===== config.mk =====
export PLATFORM = sky130hd
export DESIGN_NAME = snn_image_uart_tx_flat
export DESIGN_NICKNAME = d
export VERILOG_FILES = /design/src/rtl/snn_image_uart_tx_if.sv /design/src/rtl/snn_image_uart_tx.sv /design/src/flat_wrapper.sv
export SDC_FILE = /design/constraint.sdc
export NUM_CORES = 1
export LEC_CHECK = 0
export ABC_AREA = 1
export BUFFER_PORTS_ARGS = -buffer_cell sky130_fd_sc_hd__buf_2
export CORE_MARGIN = 2
export CORE_UTILIZATION = 45
export CTS_CLUSTER_SIZE = 12
export DETAILED_ROUTE_END_ITERATION = 6
export SYNTH_ARGS = -nofsm -noshare
export SYNTH_HDL_FRONTEND = slang
export SYNTH_SLANG_ARGS = --single-unit

===== constraint.sdc =====
create_clock -name clk -period 2.84 [get_ports clk]
set_clock_uncertainty 0.2 [all_clocks]
set_input_delay 0.426 -clock clk [delete_from_list [all_inputs] [get_ports clk]]
set_output_delay 0.426 -clock clk [all_outputs]
set_load 0.005 [all_outputs]

===== src/rtl/snn_image_uart_tx_if.sv =====
`default_nettype none
// ============================================================================
// snn_image_uart_tx_if : image RAM read port, UART line and transfer status
// Rev 1.0
// ============================================================================
interface snn_image_uart_tx_if #(
  parameter int ADDR_W = 10
);
  logic              start;
  logic [ADDR_W-1:0] mem_addr;
  logic              mem_q;
  logic              tx;
  logic              busy;
  logic              done;
  logic [6:0]        byte_cnt;

  modport master (
    input  start, mem_q,
    output mem_addr, tx, busy, done, byte_cnt
  );

  modport slave (
    output start, mem_q,
    input  mem_addr, tx, busy, done, byte_cnt
  );
endinterface
`default_nettype wire


===== src/rtl/snn_image_uart_tx.sv =====
`default_nettype none
// ============================================================================
// snn_image_uart_tx : reads a 1-bit image RAM, packs 8 pixels/byte (LSB =
// lowest address) and sends the bytes as back-to-back 8N1 UART frames.
// Rev 1.0
// ============================================================================
module snn_image_uart_tx #(
  parameter int BAUD_DIV  = 434,
  parameter int NUM_BYTES = 98,
  parameter int ADDR_W    = 10
) (
  input  wire logic           clk,
  input  wire logic           rst_n,
  snn_image_uart_tx_if.master bus
);
  localparam logic [11:0]       BAUD_LAST = 12'(BAUD_DIV - 1);
  localparam logic [6:0]        N_BYTES   = 7'(NUM_BYTES);
  localparam logic [ADDR_W-1:0] ADDR_ONE  = ADDR_W'(1);

  typedef enum logic [1:0] {
    IDLE     = 2'd0,
    PREFETCH = 2'd1,
    SEND     = 2'd2
  } state_t;

  state_t            state;
  logic [ADDR_W-1:0] addr;
  logic              issue_v;
  logic [2:0]        issue_bit;
  logic              cap_v;
  logic [2:0]        cap_bit;
  logic [6:0]        fetch_cnt;
  logic [7:0]        pack;
  logic [8:0]        shift;
  logic [11:0]       baud_cnt;
  logic [3:0]        bit_idx;
  logic              tx_r;
  logic              busy_r;
  logic              done_r;
  logic [6:0]        cnt;
  logic [6:0]        cnt_nxt;
  logic              fetch_more;

  assign cnt_nxt    = (cnt == N_BYTES) ? cnt : cnt + 7'd1;
  assign fetch_more = (fetch_cnt < N_BYTES);

  always_ff @(posedge clk or negedge rst_n) begin
    if (!rst_n) begin
      state     <= IDLE;
      addr      <= '0;
      issue_v   <= 1'b0;
      issue_bit <= 3'd0;
      cap_v     <= 1'b0;
      cap_bit   <= 3'd0;
      fetch_cnt <= 7'd0;
      pack      <= 8'd0;
      shift     <= 9'd0;
      baud_cnt  <= 12'd0;
      bit_idx   <= 4'd0;
      tx_r      <= 1'b1;
      busy_r    <= 1'b0;
      done_r    <= 1'b0;
      cnt       <= 7'd0;
    end else begin
      done_r  <= 1'b0;
      // Fetcher: address issued in one cycle, mem_q captured the next
      cap_v   <= issue_v;
      cap_bit <= issue_bit;
      if (cap_v) pack[cap_bit] <= bus.mem_q;
      if (issue_v) begin
        if (issue_bit == 3'd7) begin
          issue_v <= 1'b0;
        end else begin
          issue_bit <= issue_bit + 3'd1;
          addr      <= addr + ADDR_ONE;
        end
      end

      case (state)
        IDLE: begin
          if (bus.start) begin
            state     <= PREFETCH;
            busy_r    <= 1'b1;
            cnt       <= 7'd0;
            addr      <= '0;
            issue_v   <= 1'b1;
            issue_bit <= 3'd0;
            fetch_cnt <= 7'd1;
          end
        end

        PREFETCH: begin
          // Bit 7 arrives this cycle, so it bypasses the pack register
          if (cap_v && cap_bit == 3'd7) begin
            state    <= SEND;
            shift    <= {1'b1, bus.mem_q, pack[6:0]};
            tx_r     <= 1'b0;
            baud_cnt <= 12'd0;
            bit_idx  <= 4'd0;
            if (fetch_more) begin
              issue_v   <= 1'b1;
              issue_bit <= 3'd0;
              addr      <= addr + ADDR_ONE;
              fetch_cnt <= fetch_cnt + 7'd1;
            end
          end
        end

        SEND: begin
          if (baud_cnt == BAUD_LAST) begin
            baud_cnt <= 12'd0;
            if (bit_idx == 4'd9) begin
              cnt <= cnt_nxt;
              if (cnt_nxt >= N_BYTES) begin
                state  <= IDLE;
                busy_r <= 1'b0;
                done_r <= 1'b1;
                tx_r   <= 1'b1;
              end else begin
                // Shadow byte was fetched during the frame just sent
                shift   <= {1'b1, pack};
                tx_r    <= 1'b0;
                bit_idx <= 4'd0;
                if (fetch_more) begin
                  issue_v   <= 1'b1;
                  issue_bit <= 3'd0;
                  addr      <= addr + ADDR_ONE;
                  fetch_cnt <= fetch_cnt + 7'd1;
                end
              end
            end else begin
              tx_r    <= shift[0];
              shift   <= {1'b0, shift[8:1]};
              bit_idx <= bit_idx + 4'd1;
            end
          end else begin
            baud_cnt <= baud_cnt + 12'd1;
          end
        end

        default: state <= IDLE;
      endcase
    end
  end

  assign bus.mem_addr = addr;
  assign bus.tx       = tx_r;
  assign bus.busy     = busy_r;
  assign bus.done     = done_r;
  assign bus.byte_cnt = cnt;

endmodule
`default_nettype wire

===== src/flat_wrapper.sv =====
// flat-port wrapper written by rule: the top's interface ports become plain ports
module snn_image_uart_tx_flat 
#(
  parameter int BAUD_DIV  = 434,
  parameter int NUM_BYTES = 98,
  parameter int ADDR_W    = 10
)
  (clk, rst_n, bus_start, bus_mem_q, bus_mem_addr, bus_tx, bus_busy, bus_done, bus_byte_cnt);
  snn_image_uart_tx_if #(.ADDR_W(ADDR_W)) bus_i ();
  input  wire logic clk;
  input  wire logic rst_n;
  input wire logic [$bits(bus_i.start)-1:0] bus_start;
  input wire logic [$bits(bus_i.mem_q)-1:0] bus_mem_q;
  output wire logic [$bits(bus_i.mem_addr)-1:0] bus_mem_addr;
  output wire logic [$bits(bus_i.tx)-1:0] bus_tx;
  output wire logic [$bits(bus_i.busy)-1:0] bus_busy;
  output wire logic [$bits(bus_i.done)-1:0] bus_done;
  output wire logic [$bits(bus_i.byte_cnt)-1:0] bus_byte_cnt;
  assign bus_i.start = bus_start;
  assign bus_i.mem_q = bus_mem_q;
  assign bus_mem_addr = bus_i.mem_addr;
  assign bus_tx = bus_i.tx;
  assign bus_busy = bus_i.busy;
  assign bus_done = bus_i.done;
  assign bus_byte_cnt = bus_i.byte_cnt;
  snn_image_uart_tx #(.BAUD_DIV(BAUD_DIV), .NUM_BYTES(NUM_BYTES), .ADDR_W(ADDR_W)) u_core (.clk(clk), .rst_n(rst_n), .bus(bus_i));
endmodule

==> results.toml, run 1 <==
[run_status]
status = "finished, final reports clean"

[clocking]
ctsHoldBuffers = 1
htree_levels = 3
cts_setup_buffers = 0
ctsRootBufferMaster = "clkbuf_8"
cts-resized-gates = 0
tritoncts = "done"
cts_made_buffers = 9
clock-sinks = 70
clk_path_buf_depth = 2
clock_latency_ps = 350
clkTransAtPathRegs_ps = 80

[drt]
totalWireLength_um = 8460
ant_nets = 0
post_drt_wl_per_cell_um = 13.1
drt-pass1-iter-count = 4
drc = 0
routed_via_density = 5.05
vias = 3269
drtIter0Drc = 175

[synthesis]
yosys_warnings = 0
synth_fa_ha_area_share_pct = 4.06
avgSynthCellArea_um2 = 8.01
synth_top_family_by_area = "simple AND/OR/NAND/NOR gates"
synthXorXnorAreaFrac_pct = 4.15
ys_types = 45
ys_seq_area_share_pct = 43.8
syn_area_um2 = 4010
synth_compound_area_share_pct = 13.1
synth_top_area_share_pct = 43.1
synth_edf_count = 0
async_flop_share_pct = 100
syn-num-nets = 517
synth.area.top_cells = "dfrtp_1 43%, nand2_1 12%, inv_1 5.4%"
synth_ff_type = "dfrtp_1"
ys_seq_elements = 70
synth-simple-area-share_pct = 27.1
syn_inst = 500
synth.area.mux_share_pct = 0.500
synth_top_area_cell = "dfrtp_1"

[global_route]
grt_pass1_vias = 3214
grt_overflow_total = 0
grt_util_all_layers_pct = 18.9
grt_pass1_wl_um = 14800
grt_max_degree = 38
antenna_found_initial = 0

[pwr]
vdd_drop_max_v = 0.000562
p_sw_share_pct = 42.5
p_seq_share_pct = 36.2
p_per_area_nw_per_um2 = 900
p_leak_uw = 0.00213
pwr-share-clk_pct = 20.2
cell_internal_pwr_uw = 2320
p_sw_uw = 1710
combPwrFrac_pct = 43.7

[sta]
max_freq_mhz = 418
final-max-slew-violation-count = 0
slew-limit-headroom_pct = 58.4
min_period_ps = 2400
grt_setup_unrepaired = "no"
hold_slack_ps = 165
timing.final.crit_share_pct = 84.3
tightest_slew_ps = 623
setup_viol = 0
finalHoldViolations = 0
setup_slack_ps = 445
setup_tns_ps = 0

[setup_path]
reg2regPathDepth = 12
worstPathArrival_ps = 2440
cp_num_buf_inv = 4
cp-start-kind = "flip-flop"
critPathLaunch = "u_core.state[1]"
r2r-start = "u_core.state[1]"
crit_path_cell_trace = "inv_1, ha_1, inv_1, nor2_2, a21oi_4, inv_2, nor2_8, nand2_2, inv_2, nand2_1, nor2_1, nor3b_2"
worst-r2r-setup-slack_ps = 440
critPathMaxStageDelay_ps = 390
critPathTopFamily = "simple AND/OR/NAND/NOR gates"
worstPathMaxFanout = 12
crit_path_top_delay_cell = "dfrtp_1"
critPathCaptureType = "flip-flop"
setup.worst_path.end = "u_core.bit_idx[2]"
cp_num_cells = 12
r2r_end = "u_core.bit_idx[2]"
critPathKind = "reg2reg"
cp.required_ps = 2880

[floorplanning]
rows = 34
die_x_um = 98.3
io_pins = 24
core_um2 = 8680
die_y_um = 98.3
dieArea_um2 = 9670
start_util_pct = 46.2

[place]
dpl.hpwl_um = 6240
dpl_worst_slack_ps = 441
io_buffers = 23
gp_congestion = 0.869

[finish]
drive_gt1_share_pct = 14.8
final_cell_mix = "123 x nand2_1, 69 x dfrtp_1, 58 x inv_1"
synthToLayoutAreaGrowth_pct = 11.9
nNetsFinal = 551
diodes = 0
final_common_cell = "nand2_1"

[worst_hold_path]
hp-class = "in2reg"

[flow_run]
maxCapViolations = 0
-- stage by stage --
stage          power, µW  util, %  cells  instance area, µm²
2_1_floorplan       2800        -    500                4010
3_3_place_gp        3210     49.2    630                4270
3_5_place_dp        3230     49.2    630                4270
4_1_cts             4080     51.6    647                4480
5_1_grt             4420     51.6    647                4480
6_report            4030     51.6    647                4480
-- worst register-to-register path: cells and delay by family (launching register included) --
kind | cells | cell delay [ps]
buf+inv | 4 | 610
fa+ha+maj | 1 | 210
flops | 1 | 390
compound gates | 1 | 150
simple gates | 6 | 740
-- synthesized netlist by cell type (2+ instances only) --
master / count
o21ai_2: 2
o21ai_1: 10
nor3_1: 17
buf_4: 2
nor2_2: 7
nand2_1: 123
dfrtp_1: 69
inv_2: 4
nand3_2: 2
clkbuf_1: 3
o21ai_0: 29
nand2_2: 2
inv_1: 58
a21oi_1: 14
a31oi_1: 9
o2111ai_1: 2
o22ai_1: 14
ha_1: 13
nand4_1: 6
nand3b_1: 3
nand3_1: 18
or2_2: 6
mux2i_1: 2
buf_2: 2
buf_6: 2
xnor2_1: 2
nor3b_2: 2
a21boi_0: 2
xor2_1: 17
nor2_1: 43
-- cell type report --
type / count / area [µm²]
well taps: 108 / 135
fillers: 835 / 4200
clock buffers: 13 / 159
multi-input cells: 358 / 1960
flip-flops and latches: 70 / 1750
repair buffers: 32 / 198
inverters: 63 / 236
clock inverters: 3 / 42.5
-- power by group through the flow --
stage               Sequential [µW]  Clock, µW  Combinational (µW)
floorplan                      1430          0                1370
global placement               1470          0                1740
detailed placement             1480          0                1750
CTS                            1460        846                1770
global route                   1500        891                2030
finish                         1460        814                1760
-- state kept, by name, indices dropped and copies added, names as in the netlist --
register             cells
u_core.bus.mem_addr     10
u_core.shift             9
u_core.cap_bit           3
u_core.issue_bit         3
u_core.bus.done          1
u_core.issue_v           1
u_core.state             2
u_core.bus.tx            1
u_core.bus.byte_cnt      7
u_core.bus.busy          1
u_core.pack              8
u_core.bit_idx           4
u_core.fetch_cnt         7
u_core.cap_v             1
u_core.baud_cnt         12
-- worst min path at each step --
stage | start | endpoint | cells past startpoint
after floorplan | rst_n | u_core.baud_cnt[0] | 0
after global placement | rst_n | u_core.baud_cnt[11] | 1
after detailed placement | rst_n | u_core.baud_cnt[6] | 1
after CTS | bus_mem_q | u_core.shift[7] | 3
after global routing | bus_mem_q | u_core.shift[7] | 3
final | bus_mem_q | u_core.shift[7] | 3
-- kinds of logic (layout without fill, tap and decap cells) --
| logic type | count (synthesis) | count (layout) |
|---|---|---|
| xor+xnor | 19 | 19 |
| fa+ha+maj | 13 | 13 |
| buf+inv | 72 | 111 |
| mux | 2 | 2 |
| simple gates | 236 | 236 |
| compound gates | 88 | 88 |
| flops | 70 | 70 |
-- layer usage --
metal	vias to the layer above	wire [µm]	GRT usage [%]
met4	0	76	4.21
met3	6	259	4.87
met1	1515	4220	25.8
met5	-	0	0
li1	1711	-	-
met2	37	3900	30.5
Note: power is estimated with default switching activity, not from simulation.
==> run 2, diff against run 1 <==
==> constraint.sdc (replaced) <==
create_clock -name clk -period 2.5 [get_ports clk]
set_clock_uncertainty 0.2 [all_clocks]
set_input_delay 0.375 -clock clk [delete_from_list [all_inputs] [get_ports clk]]
set_output_delay 0.375 -clock clk [all_outputs]
set_load 0.005 [all_outputs]
==> results.toml, run 2 (synthesis results as in run 1) <==
[sta]
finalHoldViolations = 0
slew-limit-headroom_pct = 59.3
final-max-slew-violation-count = 0
timing.final.crit_share_pct = 91.3
max_freq_mhz = 438
grt_setup_unrepaired = "no"
min_period_ps = 2280
setup_viol = 0
tightest_slew_ps = 610
setup_slack_ps = 217
setup_tns_ps = 0
hold_slack_ps = 111

[setup_path]
critPathKind = "reg2reg"
worstPathMaxFanout = 8
worstPathArrival_ps = 2360
critPathMaxStageDelay_ps = 460
critPathTopFamily = "simple AND/OR/NAND/NOR gates"
critPathCaptureType = "flip-flop"
crit_path_top_delay_cell = "dfrtp_2"
cp_num_buf_inv = 0
cp-start-kind = "flip-flop"
crit_path_cell_trace = "ha_1, nand3_2, xor2_1, nand3_2, nand2_4, nand4_4, o21ai_2, nand4_1, nand3_1"
cp.required_ps = 2580
crit_top_cell = "nand3_2"

[floorplanning]
core_um2 = 8680
start_util_pct = 46.2
rows = 34
die_y_um = 98.3
dieArea_um2 = 9670
die_x_um = 98.3
io_pins = 24

[drt]
drc = 0
vias = 3318
ant_nets = 0
totalWireLength_um = 8450
drtIter0Drc = 131
routed_via_density = 5.11
post_drt_wl_per_cell_um = 13.0
drt-pass1-iter-count = 4

[pwr]
total_power_uw = 4940
p_leak_uw = 0.00217
p_per_area_nw_per_um2 = 1080
vdd_drop_max_v = 0.000477

[clocking]
cts_setup_buffers = 0
clk_path_buf_depth = 2
htree_levels = 3
clkTransAtPathRegs_ps = 70
cts_made_buffers = 9
tritoncts = "done"
clock-sinks = 70
ctsRootBufferMaster = "clkbuf_8"
clock_latency_ps = 340

[finish]
largest_reg_flops = 12
fillers = 835
regMostFlops = "u_core.baud_cnt"
final_common_cell = "nand2_1"
seqCellArea_um2 = 1760
synthToLayoutAreaGrowth_pct = 14.2
diodes = 0
drive_gt1_share_pct = 16.1
stdcell_area_um2 = 4570
multi_input_area_um2 = 1960
final_cell_mix = "123 x nand2_1, 67 x dfrtp_1, 58 x inv_1"
nNetsFinal = 553

[global_route]
grt_pass1_wl_um = 14900
antenna_found_initial = 0
grt_max_degree = 71
grt_pass1_vias = 3158
grt_util_all_layers_pct = 19.0
grt_overflow_total = 0

[flow_run]
maxCapViolations = 0

[place]
dpl_worst_slack_ps = 169
gp_congestion = 0.859
io_buffers = 23
placed_cell_area_um2 = 4280
dpl.hpwl_um = 6000

[run_status]
status = "finished, final reports clean"

[worst_hold_path]
hp-class = "in2reg"
[run 2: final timing paths]
check | cells past startpoint | endpoint | start | slack, ps
max | 9 | u_core.bus.mem_addr[9] | u_core.bus.byte_cnt[0] | 220
min | 3 | u_core.shift[7] | bus_mem_q | 110
max reg2reg | 9 | u_core.bus.mem_addr[9] | u_core.bus.byte_cnt[0] | 220
min reg2reg | 0 | u_core.cap_v | u_core.issue_v | 200
max in group asynchronous | 3 | u_core.bus.tx | rst_n | 1340
min in group asynchronous | 3 | u_core.bus.byte_cnt[3] | rst_n | 370
[run 2: worst min-delay path, cell delays in order]
cell	delay [ps]
buf_2	110
nand2_1	60
a31oi_1	70
[run 2: through the flow]
step	utilization (%)	std cells
global route	52.7	649
finish	52.7	649
CTS	52.6	649
floorplan	-	500
detailed placement	49.4	632
global placement	49.4	632
[run 2: layout make-up]
cell class                 count  share of cell area, %
timing repair buffer          34                   4.65
multi-input combinational    358                   42.9
clock buffer                  10                   3.01
tap                          108                   2.96
sequential                    70                   38.4
inverter                      63                   5.23
clock inverter                 6                   2.90
[run 2: power breakdown]
part	internal (µW)	switching, µW	leakage, µW
logic	750	1320	0.00116
registers	1420	234	0.000873
clock network	789	426	0.000132
total	2960	1980	0.00217
[run 2: layer usage]
layer / global-route usage, % / vias up / part of all wire, %
met3: 4.08 / 13 / 3.2
met5: 0 / - / 0
met1: 26.5 / 1553 / 50
met4: 6.64 / 0 / 1.6
li1: - / 1703 / -
met2: 29.3 / 49 / 45
[run 2: repair_timing]
item | CTS | global route
hold buffers | 1 | 0
hold endpoints to repair | 69 | 0
resized for setup | 0 | 4
endpoints found under the setup margin | 0 | 8
==> run 3, diff against run 2 <==
--- a/config.mk
+++ b/config.mk
@@ -5,12 +5,14 @@
 export SDC_FILE = /design/constraint.sdc
 export NUM_CORES = 1
 export LEC_CHECK = 0
-export ABC_AREA = 1
 export BUFFER_PORTS_ARGS = -buffer_cell sky130_fd_sc_hd__buf_2
+export CELL_PAD_IN_SITES_DETAIL_PLACEMENT = 0
+export CELL_PAD_IN_SITES_GLOBAL_PLACEMENT = 2
 export CORE_MARGIN = 2
-export CORE_UTILIZATION = 45
+export CORE_UTILIZATION = 39
 export CTS_CLUSTER_SIZE = 12
 export DETAILED_ROUTE_END_ITERATION = 6
+export PLACE_DENSITY_LB_ADDON = 0.1
 export SYNTH_ARGS = -nofsm -noshare
 export SYNTH_HDL_FRONTEND = slang
 export SYNTH_SLANG_ARGS = --single-unit
==> results.toml, run 3 <==
[synthesis]
yosys_warnings = 0
ys_types = 66
synth_compound_area_share_pct = 22.3
ys_seq_area_share_pct = 44.7
syn-num-nets = 437
synthTopCellsByCount = "69 x dfrtp_1, 47 x nand2_1, 44 x o21ai_0"
synth_ff_type = "dfrtp_1"
synth-simple-area-share_pct = 20.6
ys_seq_elements = 70
synth_edf_count = 0
async_flop_share_pct = 100
syn_inst = 420
synth_top_area_share_pct = 44.0
syn_area_um2 = 3920
avgSynthCellArea_um2 = 9.33
yosysMostFrequentCell = "dfrtp_1"
synth_top_area_cell = "dfrtp_1"
synth.area.top_cells = "dfrtp_1 44%, o21ai_0 5.6%, nand2_1 4.5%"
synth_top_family_by_area = "compound AO/OA/AOI/OAI gates"
synthXorXnorAreaFrac_pct = 1.34
synth_fa_ha_area_share_pct = 4.15
synth.area.mux_share_pct = 3.61

[clocking]
clock_latency_ps = 360
clk_path_buf_depth = 2
clock-sinks = 70
cts_made_buffers = 9
tritoncts = "done"
clkTransAtPathRegs_ps = 80
htree_levels = 3
ctsRootBufferMaster = "clkbuf_8"

[setup_path]
critPathCaptureType = "flip-flop"
cp.required_ps = 2560
worstPathArrival_ps = 2570
reg2regPathDepth = 10
cp-start-kind = "flip-flop"
critPathKind = "reg2reg"
worstPathMaxFanout = 9
r2r_end = "u_core.bus.mem_addr[8]"
r2r-start = "u_core.bus.byte_cnt[0]"
critPathMaxStageDelay_ps = 470
crit_path_top_delay_cell = "or4b_4"
crit_path_cell_trace = "inv_2, ha_1, or4b_4, nor2_4, o221a_4, or2_4, buf_12, a21oi_2, o21a_4, a311oi_2"
worst-r2r-setup-slack_ps = -8

[pwr]
p_leak_uw = 0.00210
p_per_area_nw_per_um2 = 439
vdd_drop_max_v = 0.000210

[finish]
multi_input_area_um2 = 2170
nNetsFinal = 500
synthToLayoutAreaGrowth_pct = 22.9
diodes = 0
final_common_cell = "dfrtp_1"
final_cell_mix = "66 x dfrtp_1, 46 x nand2_1, 39 x o21ai_0, 39 x buf_4, 29 x nor2_1"
drive_gt1_share_pct = 28.7
stdcell_area_um2 = 4820
seqCellArea_um2 = 1760
regMostFlops = "u_core.baud_cnt"
largest_reg_flops = 12
fillers = 948
final_core_util_pct = 49.3
final_cells = 621

[sta]
final-max-slew-violation-count = 0
hold_slack_ps = 124
slew-limit-headroom_pct = 67.3
min_period_ps = 2510
max_freq_mhz = 399
tightest_slew_ps = 488
setup_viol = 1
timing.final.crit_share_pct = 100
grt_setup_unrepaired = "yes"
setup_tns_ps = -8.10
finalHoldViolations = 0
setup_slack_ps = -8.10

[floorplanning]
dieArea_um2 = 10900
die_y_um = 104
die_x_um = 104
start_util_pct = 40.1
io_pins = 24
core_um2 = 9770
rows = 36

[global_route]
grt_pass1_wl_um = 16400
grt_max_degree = 71
grt_util_all_layers_pct = 18.5
grt_pass1_vias = 3287
antenna_found_initial = 0
grt_overflow_total = 0

[worst_hold_path]
hold_depth = 3
min_from = "bus_mem_q"
whs_endpoint = "u_core.pack[7]"
hp-class = "in2reg"

[place]
dpl.hpwl_um = 6720
placed_cell_area_um2 = 4440
gp_congestion = 0.805
placedCellCount = 600
io_buffers = 23

[drt]
drc = 0
routed_via_density = 5.43
vias = 3373
ant_nets = 0
drt-pass1-iter-count = 4
post_drt_wl_per_cell_um = 15.6
drtIter0Drc = 165
totalWireLength_um = 9680

[run_status]
status = "complete, but fails checks"
violations = "setup timing"

[flow_run]
maxCapViolations = 0
==> run 3: cell count changes after synthesis, moves of 5 or more <==
cell | previous run | this run
a21oi_1 | 14 | 30
and2_1 | 0 | 5
and3_1 | 0 | 17
inv_1 | 58 | 12
mux2_2 | 0 | 8
nand2_1 | 123 | 47
nor2_1 | 43 | 30
nor2_2 | 7 | 0
nor3_1 | 17 | 10
o21ai_0 | 29 | 44
o21ai_1 | 10 | 2
o22ai_1 | 14 | 9
o31ai_1 | 0 | 7
xor2_1 | 17 | 2
==> run 3: routing by layer <==
layer / global-route usage, % / routed length, µm
met1: 26.8 / 4950
met2: 27.5 / 4290
met3: 3.95 / 304
met4: 6.27 / 142
met5: 0 / 0
==> run 3: how the worst max path moves through the flow <==
stage / from / cells past startpoint / slack (ps) / end
floorplan: u_core.bus.byte_cnt[1] / 10 / 20 / u_core.shift[8]
global placement: u_core.bus.byte_cnt[4] / 8 / -20 / u_core.fetch_cnt[4]
detailed placement: u_core.bus.byte_cnt[1] / 9 / -40 / u_core.shift[8]
CTS: u_core.baud_cnt[3] / 8 / 5 / u_core.shift[8]
global route: u_core.bus.byte_cnt[0] / 10 / -110 / u_core.bus.mem_addr[8]
finish: u_core.bus.byte_cnt[0] / 10 / -8 / u_core.bus.mem_addr[8]
==> run 3: logic make-up (layout without fill, tap and decap cells) <==
group	count (synthesis)	count (layout)
AO/OA/AOI/OAI	133	133
multiplexers	13	13
buffers and inverters	27	95
XOR/XNOR	6	6
AND/OR/NAND/NOR	158	158
adder cells (fa/ha/maj)	13	13
flip-flops	70	70
==> run 3: what timing repair did <==
action	CTS	global route
endpoints found under the hold margin	69	0
endpoints found under the setup margin	19	49
gates resized for setup	7	32
hold buffers	1	0
pin swaps	0	8
setup buffers	0	4
==> run 3: power by group <==
| group | switching [µW] | total, µW | internal (µW) | leakage, µW |
|---|---|---|---|---|
| combinational | 26.3 | 34.2 | 7.92 | 0.00115 |
| clock | 459 | 943 | 484 | 0.000102 |
| sequential | 1.68 | 1140 | 1130 | 0.000846 |
==> run 3: critical path, delay by kind of cell, from the launching register on <==
kind                     cells  cell delay, ps
adder cells (fa/ha/maj)      1             120
AND/OR/NAND/NOR              3             720
flip-flops                   1             440
buffers and inverters        2             180
AO/OA/AOI/OAI                4             750
==> run 3: final cells by class <==
class | instances | area share (%)
Multi-Input combinational cell | 323 | 45.0
Inverter | 12 | 0.935
Clock inverter | 6 | 1.27
Timing Repair Buffer | 67 | 9.97
Tap cell | 133 | 3.45
Clock buffer | 10 | 2.86
Sequential cell | 70 | 36.5
==> run 3: stage by stage <==
stage | power, µW | setup slack (ps)
after floorplan | 1160 | 15.2
after global placement | 1190 | -21.2
after detailed placement | 1190 | -41.6
after CTS | 2140 | 4.69
after global routing | 2180 | -105
final | 2110 | -8.10
